===== config.mk =====
export PLATFORM = sky130hd
export DESIGN_NAME = rpn_entry_encoder
export DESIGN_NICKNAME = d
export VERILOG_FILES = /design/src/rtl/rpn_entry_pkg.sv /design/src/rtl/key_debouncer.sv /design/src/rtl/rpn_entry_encoder.sv
export SDC_FILE = /design/constraint.sdc
export NUM_CORES = 1
export LEC_CHECK = 0
export CAP_MARGIN = 20
export CORE_ASPECT_RATIO = 1.75
export CORE_UTILIZATION = 25
export CTS_CLUSTER_SIZE = 25
export DETAILED_ROUTE_END_ITERATION = 6
export GPL_TIMING_DRIVEN = 0
export HOLD_SLACK_MARGIN = 0.12
export MAX_ROUTING_LAYER = met4
export PLACE_DENSITY = 0.51
export SYNTH_ARGS = -nofsm -noshare
export SYNTH_HDL_FRONTEND = slang
export SYNTH_SLANG_ARGS = --single-unit
export TNS_END_PERCENT = 5

===== constraint.sdc =====
create_clock -name clk -period 1.6 [get_ports clk]
set_input_delay 0.4 -clock clk [delete_from_list [all_inputs] [get_ports clk]]
set_output_delay 0.4 -clock clk [all_outputs]
set_load 0.01 [all_outputs]

===== src/rtl/rpn_entry_pkg.sv =====
// ============================================================================
//  Module   : rpn_entry_pkg
//  Purpose  : Switch-code constants, FSM states and code classification for
//             the RPN calculator entry path and its control unit.
//  Revision : 1.0 - initial release
// ============================================================================
`default_nettype none

package rpn_entry_pkg;

    localparam logic [3:0] CODE_ADD       = 4'hA;
    localparam logic [3:0] CODE_SUB       = 4'hB;
    localparam logic [3:0] CODE_AND       = 4'hC;
    localparam logic [3:0] CODE_OR        = 4'hD;
    localparam logic [3:0] CODE_DROP      = 4'hE;
    localparam logic [3:0] CODE_INVALID   = 4'hF;
    localparam logic [3:0] CODE_MAX_DIGIT = 4'h9;

    typedef enum logic [0:0] {
        ST_IDLE  = 1'b0,
        ST_VALID = 1'b1
    } state_e;

    typedef enum logic [1:0] {
        CLS_OPERAND  = 2'd0,
        CLS_OPERATOR = 2'd1,
        CLS_INVALID  = 2'd2
    } code_class_e;

    function automatic code_class_e classify_code(input logic [3:0] code);
        code_class_e cls;
        cls = CLS_INVALID;
        if (code <= CODE_MAX_DIGIT) begin
            cls = CLS_OPERAND;
        end else if (code != CODE_INVALID) begin
            case (code)
                CODE_ADD, CODE_SUB, CODE_AND, CODE_OR, CODE_DROP: cls = CLS_OPERATOR;
                default:                                          cls = CLS_INVALID;
            endcase
        end
        return cls;
    endfunction

endpackage

`default_nettype wire


===== src/rtl/key_debouncer.sv =====
// ============================================================================
//  Module   : key_debouncer
//  Purpose  : Two-flop synchroniser and counter debouncer for the active-low
//             enter key; emits a one-cycle pulse on each debounced press.
//  Revision : 1.0 - initial release
// ============================================================================
`default_nettype none

module key_debouncer #(
    parameter int DEBOUNCE_CYCLES = 16
) (
    input  logic clk,
    input  logic rst,
    input  logic key_n_i,
    output logic press_o,
    output logic key_stable_o
);

    localparam int              CNT_W   = $clog2(DEBOUNCE_CYCLES + 1);
    localparam logic [CNT_W-1:0] CNT_MAX = CNT_W'(DEBOUNCE_CYCLES);

    logic             key_meta_q;
    logic             key_sync_q;
    logic             key_stable_q;
    logic             press_q;
    logic [CNT_W-1:0] cnt_q;

    // Level is accepted only after it has disagreed with the stable value
    // for DEBOUNCE_CYCLES+1 consecutive cycles; any agreement restarts the count.
    always_ff @(posedge clk) begin
        if (rst) begin
            key_meta_q   <= 1'b1;
            key_sync_q   <= 1'b1;
            key_stable_q <= 1'b1;
            press_q      <= 1'b0;
            cnt_q        <= '0;
        end else begin
            key_meta_q <= key_n_i;
            key_sync_q <= key_meta_q;
            press_q    <= 1'b0;
            if (key_sync_q == key_stable_q) begin
                cnt_q <= '0;
            end else if (cnt_q == CNT_MAX) begin
                key_stable_q <= key_sync_q;
                cnt_q        <= '0;
                press_q      <= ~key_sync_q;
            end else begin
                cnt_q <= cnt_q + 1'b1;
            end
        end
    end

    assign press_o      = press_q;
    assign key_stable_o = key_stable_q;

endmodule

`default_nettype wire


===== src/rtl/rpn_entry_encoder.sv =====
// ============================================================================
//  Module   : rpn_entry_encoder
//  Purpose  : Key/switch front-end for the RPN calculator; turns each debounced
//             press into one operand/operator token on a valid/ready handshake.
//             Optional auto-repeat while the key is held: ENTRY_AUTOREPEAT_EN.
//  Revision : 1.0 - initial release
// ============================================================================
`default_nettype none

module rpn_entry_encoder
    import rpn_entry_pkg::*;
#(
    parameter int DEBOUNCE_CYCLES = 16,
    parameter int REPEAT_CYCLES   = 64
) (
    input  logic       clk,
    input  logic       rst,
    input  logic [3:0] sw_in,
    input  logic       key_n,
    input  logic       tok_ready,
    output logic       tok_valid,
    output logic       tok_is_op,
    output logic [7:0] tok_data,
    output logic       err,
    output logic       busy
);

    logic [3:0]  sw_meta_q;
    logic [3:0]  sw_sync_q;
    logic        w_press;
    logic        w_key_stable;
    logic        w_rep_fire;
    logic        w_any_press;
    code_class_e w_cls;

    state_e      state_q, state_d;
    logic [3:0]  data_q, data_d;
    logic        is_op_q, is_op_d;
    logic        err_q, err_d;

    key_debouncer #(
        .DEBOUNCE_CYCLES (DEBOUNCE_CYCLES)
    ) u_key_debouncer (
        .clk          (clk),
        .rst          (rst),
        .key_n_i      (key_n),
        .press_o      (w_press),
        .key_stable_o (w_key_stable)
    );

    always_ff @(posedge clk) begin
        if (rst) begin
            sw_meta_q <= 4'h0;
            sw_sync_q <= 4'h0;
        end else begin
            sw_meta_q <= sw_in;
            sw_sync_q <= sw_meta_q;
        end
    end

`ifdef ENTRY_AUTOREPEAT_EN
    localparam int              REP_W    = $clog2(REPEAT_CYCLES + 1);
    localparam logic [REP_W-1:0] REP_LAST = REP_W'(REPEAT_CYCLES - 1);

    logic [REP_W-1:0] rep_q, rep_d;
    logic             w_rep_run;

    // Counts only while idle with the key held; any press restarts the interval.
    assign w_rep_run  = (state_q == ST_IDLE) && !w_key_stable;
    assign w_rep_fire = w_rep_run && (rep_q == REP_LAST);

    always_comb begin
        rep_d = rep_q + 1'b1;
        if (!w_rep_run || w_press || w_rep_fire) begin
            rep_d = '0;
        end
    end

    always_ff @(posedge clk) begin
        if (rst) begin
            rep_q <= '0;
        end else begin
            rep_q <= rep_d;
        end
    end
`else
    // No repeat hardware; the parameter only keeps the interface uniform.
    assign w_rep_fire = 1'b0 && (REPEAT_CYCLES > 0);
`endif

    assign w_any_press = w_press || w_rep_fire;
    assign w_cls       = classify_code(sw_sync_q);

    always_comb begin
        state_d = state_q;
        data_d  = data_q;
        is_op_d = is_op_q;
        err_d   = 1'b0;
        case (state_q)
            ST_IDLE: begin
                if (w_any_press) begin
                    if (w_cls == CLS_INVALID) begin
                        err_d = 1'b1;
                    end else begin
                        data_d  = sw_sync_q;
                        is_op_d = (w_cls == CLS_OPERATOR);
                        state_d = ST_VALID;
                    end
                end
            end
            ST_VALID: begin
                // A physical press cannot be queued behind a pending token.
                if (w_press) begin
                    err_d = 1'b1;
                end
                if (tok_ready) begin
                    state_d = ST_IDLE;
                end
            end
            default: state_d = ST_IDLE;
        endcase
    end

    always_ff @(posedge clk) begin
        if (rst) begin
            state_q <= ST_IDLE;
            data_q  <= 4'h0;
            is_op_q <= 1'b0;
            err_q   <= 1'b0;
        end else begin
            state_q <= state_d;
            data_q  <= data_d;
            is_op_q <= is_op_d;
            err_q   <= err_d;
        end
    end

    assign tok_valid = (state_q == ST_VALID);
    assign busy      = (state_q == ST_VALID);
    assign tok_is_op = is_op_q;
    assign tok_data  = {4'h0, data_q};
    assign err       = err_q;

endmodule

`default_nettype wire


Word-level counts from Yosys, hierarchy flattened --
Index checks and enable logic that the tools add are counted. W data, S select, Z words.
Word-level totals: flip-flop bits (word level) 24, latch bits 0, bits in writable memories 0, ROM bits 0, bits of input ports 8, output and inout port bits 12, word-level logic and storage cells 44, memories kept 0
Operators by class: add/subtract/negate cells 1, multiply operators 0, divide/modulo/power cells 0, $lt $le $gt $ge 1, equal/unequal tests 10, shift-type cells 0, multiplexer cells 11, bitwise logic cells 5, reductions and logical operators 5
Operator list (number):
- $eq A4 B4 Y1 const B | 5
- $mux W1 | 6
- $mux W2 | 3
- $reduce_or A3 Y1 | 2
- $add A5 B1 Y5 const B | 1
- $eq A5 B5 Y1 const B | 1
- $not A1 Y1 | 5
- $reduce_or A5 Y1 | 1
- $le A4 B4 Y1 const B | 1
- $ne A4 B4 Y1 const B | 1
- $pmux W1 S2 | 2
- $reduce_and A3 Y1 | 1
- $eq A2 B1 Y1 const B | 1
- $eq A2 B2 Y1 const B | 1
- $reduce_and A2 Y1 | 1
- $eq A1 B1 Y1 | 1

Logic depth before layout (Yosys ltp) --
Gate-level depths: netlist of run 1.
depth after elaboration 9, gate-level depth with buffers 5, mapped depth without buffers 5

By module --
A second synthesis of run 1 with hierarchy kept.
Unflattened totals: cell total of the unflattened synthesis 86, area total of the unflattened synthesis 937.1 um^2
Modules (own cells, without submodules):
- rpn_entry_encoder | times used 1, cells an instance 53, area an instance 579.3 um^2, sequential area each 300.3 um^2
- key_debouncer | times used 1, cells an instance 33, area an instance 357.8 um^2, sequential area each 180.2 um^2

Worst setup path before layout of run 1 --
OpenSTA, ideal clock, no wires.
path type register to register, start point reg u_key_debouncer.cnt_q[0], end point reg u_key_debouncer.cnt_q[2], library setup time 0.064 ns, arrival time 1.197 ns, required time 1.536 ns, setup slack 0.339 ns, cell stages (with the launch flop) 6, path buffers 0, clock period less this slack 1.261 ns, cell sequence dfxtp_1 > inv_1 > ha_1 > nor4bb_4 > or3_4 > nor2_1
Between the ends: longest elaborated chain between the ends 2, elaborated cells between the ends (all ways) 3, classes of those cells 1 x add/sub; 1 x eq/ne; 1 x reduce/logical
RTL lines:
- from (decl) | RTL line key_debouncer.sv:26 | logic [CNT_W-1:0] cnt_q;
- from (signal assigned) | RTL line key_debouncer.sv:48 | cnt_q <= cnt_q + 1'b1;
- parallel branches: the longest is 2 deep, another holds $add A5 B1 Y5
Several ways; the timed one is not identified. A chain may end at the register's enable or synchronous reset.

Worst setup path after layout of run 1 --
start point reg data_q[1], end point out tok_data[1]
RTL lines:
- from (decl) | RTL line rpn_entry_encoder.sv:37 | logic [3:0] data_q, data_d;
- from (signal assigned) | RTL line rpn_entry_encoder.sv:132 | data_q <= data_d;
- to (decl) | RTL line rpn_entry_encoder.sv:23 | output logic [7:0] tok_data,
No word-level cell between the ends.

==> results of run 1 <==
[cells in the mapped netlist]
library cell / count
mux2i_1: 2
and3_2: 1
o2111ai_1: 1
nand3_1: 3
nand2_1: 4
xor2_1: 2
or2_2: 2
a21oi_1: 3
o221a_2: 3
inv_1: 5
or3_4: 1
nor2_1: 7
ha_1: 2
nand4_1: 1
clkbuf_1: 1
nor3_1: 1
a31oi_1: 3
nor4bb_4: 1
buf_4: 5
xnor2_1: 2
dfxtp_1: 24
conb_1: 1
nor2b_1: 9
nand2b_1: 2
[logic make-up (layout without fill, tap and decap cells)]
logic type	count (synthesis)	count (layout)
and+or+nand+nor	32	32
DFF	24	24
buffers and inverters	11	30
AOI/OAI and AO/OA	10	10
xor gates and xnor gates	4	4
adders and majority gates	2	2
muxes	2	2
other	1	4
[stage by stage]
step	setup WS [ps]	instances
2_1_floorplan	339	89
3_3_place_gp	-58.3	149
3_5_place_dp	-54.7	149
4_1_cts	20.0	153
5_1_grt	8.31	153
6_report	54.1	153
[timing repair]
action	4_1_cts	5_1_grt
setup endpoints to repair	2	3
resized for setup	3	3
setup buffers	0	0
pin swaps	0	0
[worst paths after layout]
check	to	slack (ps)	cells after the start
worst max-delay path	tok_data[1]	50	1
worst min-delay path	u_key_debouncer.key_sync_q$_SDFF_PP1_	410	1
worst max register to register	u_key_debouncer.cnt_q[3]$_SDFF_PP0_	240	5
worst min register to register	u_key_debouncer.key_sync_q$_SDFF_PP1_	410	1
[power by group through the flow]
| stage | sequential [mW] | combinational (mW) | clock (mW) |
|---|---|---|---|
| finish | 0.616 | 0.0512 | 0.408 |
| global route | 0.618 | 0.0569 | 0.451 |
| CTS | 0.616 | 0.0518 | 0.422 |
| detailed placement | 0.632 | 0.0517 | 0 |
| global placement | 0.631 | 0.0508 | 0 |
| floorplan | 0.630 | 0.0293 | 0 |
[final cells by class]
class / count / area [µm²] / share of cell area
plain buffers: 6 / 41.3 / 0.0351
repair buffers: 15 / 156 / 0.133
well taps: 45 / 56.3 / 0.0479
inverters: 5 / 18.8 / 0.0160
multi-input cells: 54 / 364 / 0.310
clock buffers: 4 / 55.1 / 0.0468
flip-flops and latches: 24 / 484 / 0.412
[metal layers]
metal | share of wire | routed length, µm | up-vias | global-route usage
met5 | 0 | 0 | - | -
met4 | 0.021 | 31 | 0 | 0.0514
met3 | 0.034 | 50 | 4 | 0.0244
met2 | 0.51 | 757 | 15 | 0.146
met1 | 0.43 | 634 | 272 | 0.0975
li1 | - | - | 320 | -
[registers in the layout, indices dropped and copies added (netlist names)]
signal and cells:
err 1, u_key_debouncer.cnt_q 5, u_key_debouncer.press_o 1, u_key_debouncer.key_stable_o 1, u_key_debouncer.key_sync_q 1, data_q 4, busy 1, sw_meta_q 4
tok_is_op 1, sw_sync_q 4, u_key_debouncer.key_meta_q 1
==> metrics, run 1 <==
Yosys warnings=0; DRC=0; Worst EP required=1200 ps; kind of critical path=flop to primary output; initial antenna violation count=0; Core ar.=3400 µm²; TritonCTS clock tree=yes; final setup vio count=0; P_leak=0.506 nW; status=finished, final reports clean; Avg Vias per Cell=3.99; Initial DRT Pass Iterations=4; # diodes=0; total die area=3830 µm²; total grt overflow=0; gp weighted congestion=0.673; vias=611; Area contributors post-synth=dfxtp_1, nor2b_1, buf_4; crit path DAT=1150 ps; CP Capture Type=primary output; commonest non-fill, non-tap cells in the layout=dfxtp_1, clkdlybuf4s50_1, nor2b_1, nor2_1; worst setup path start=data_q[1]$_SDFFE_PP0P_; Final Hold Fails=0; Setup Skew=7.51 ps; most common cell after layout, fill and taps aside=dfxtp_1; Final nets=119; fin crit period=1550 ps; clock latency on the worst-skew pair=270 ps; # fillers=357; Finished Cell Area=1180 µm²; part of the power in registers=0.573; crit path buf inv count=1; Power Total=1.08 mW; H-tree levels=1; multiplexer share of the synthesized area=0.0224; TritonCTS Sinks=24; clk root buf=clkbuf_8; cell breakdown of the critical path=clkdlybuf4s50_1; Max Root-Sink Buffers=2; critical path's top delay family=buffers and inverters; largest family of logic cells by synthesized area=simple AND/OR/NAND/NOR gates; hold wc startpoint=u_key_debouncer.key_meta_q$_SDFF_PP1_; synth-to-layout area growth=31.7%; flops & latches, synth=24; Post-DP HPWL=1090 µm; Max IR drop VDD=521 µV; Adder-Cell Fraction of Synth Area=0.0280; largest net degree at the start of global routing=14; Maximum Capacitance Violations=0; DR WL/cell=9.63 µm; fmax=0.647 GHz; Netlist Area Pre-Place=893 µm²; CTS Hold Buffers Added=0; Distinct cells, synth=24; row count=28; fin util=0.346; vias in the first global route=582; fin. max-slew vios=0; mean post-synth cell area=10.4 µm²; Post-Synth Simple-Gate Area=0.216; reg-to-reg startpoint=u_key_debouncer.cnt_q[0]$_SDFF_PP0_; share of cells above drive strength 1=0.167; Final Cycle Share=0.966; overall routing resource usage=0.0912; Seq/Total Area, Yosys=0.538; starting density of the core=0.263; synthesized netlist cell count=86; Clock Power Share=0.379; Synth Area in Compound Gates=0.0854; Clk pin slew, worst setup/hold paths=90 ps; count of buffers from port buffering=15; setup TNS=0 ps; XOR/XNOR Fraction of Synth Area=0.0392; highest net fanout along the worst path=2; unrepaired setup endpoints after global routing=no; Gate power share=0.048; switch share=0.201; Die Span Y=81.1 µm; slowest stage delay, CP=540 ps; DP Area=1110 µm²; Starting DRT DRC Count=18; pwr/cell area=914 nW/µm²; Slowest cell on crit path=clkdlybuf4s50_1; Ports=20; first-pass GRT wire length=2390 µm; die width=47.2 µm; worst hold path type=flop to flop; DRT antenna net count=0; Startpoint Class=flop; CTS Buf Count=3; top-area cell type share of the netlist area=0.538; routed wire length=1470 µm; Net Switching=216 µW; Fin Hold WS=413 ps; leading area contributor after synthesis=dfxtp_1; internal power=859 µW
(Power assumes the default switching activity.)
==> run 2: changes to the inputs <==
Settings changed: GPL_ROUTABILITY_DRIVEN from default to 0.
==> results of run 2 <==
Final layout, timing and power as in run 1 (identical DEF).
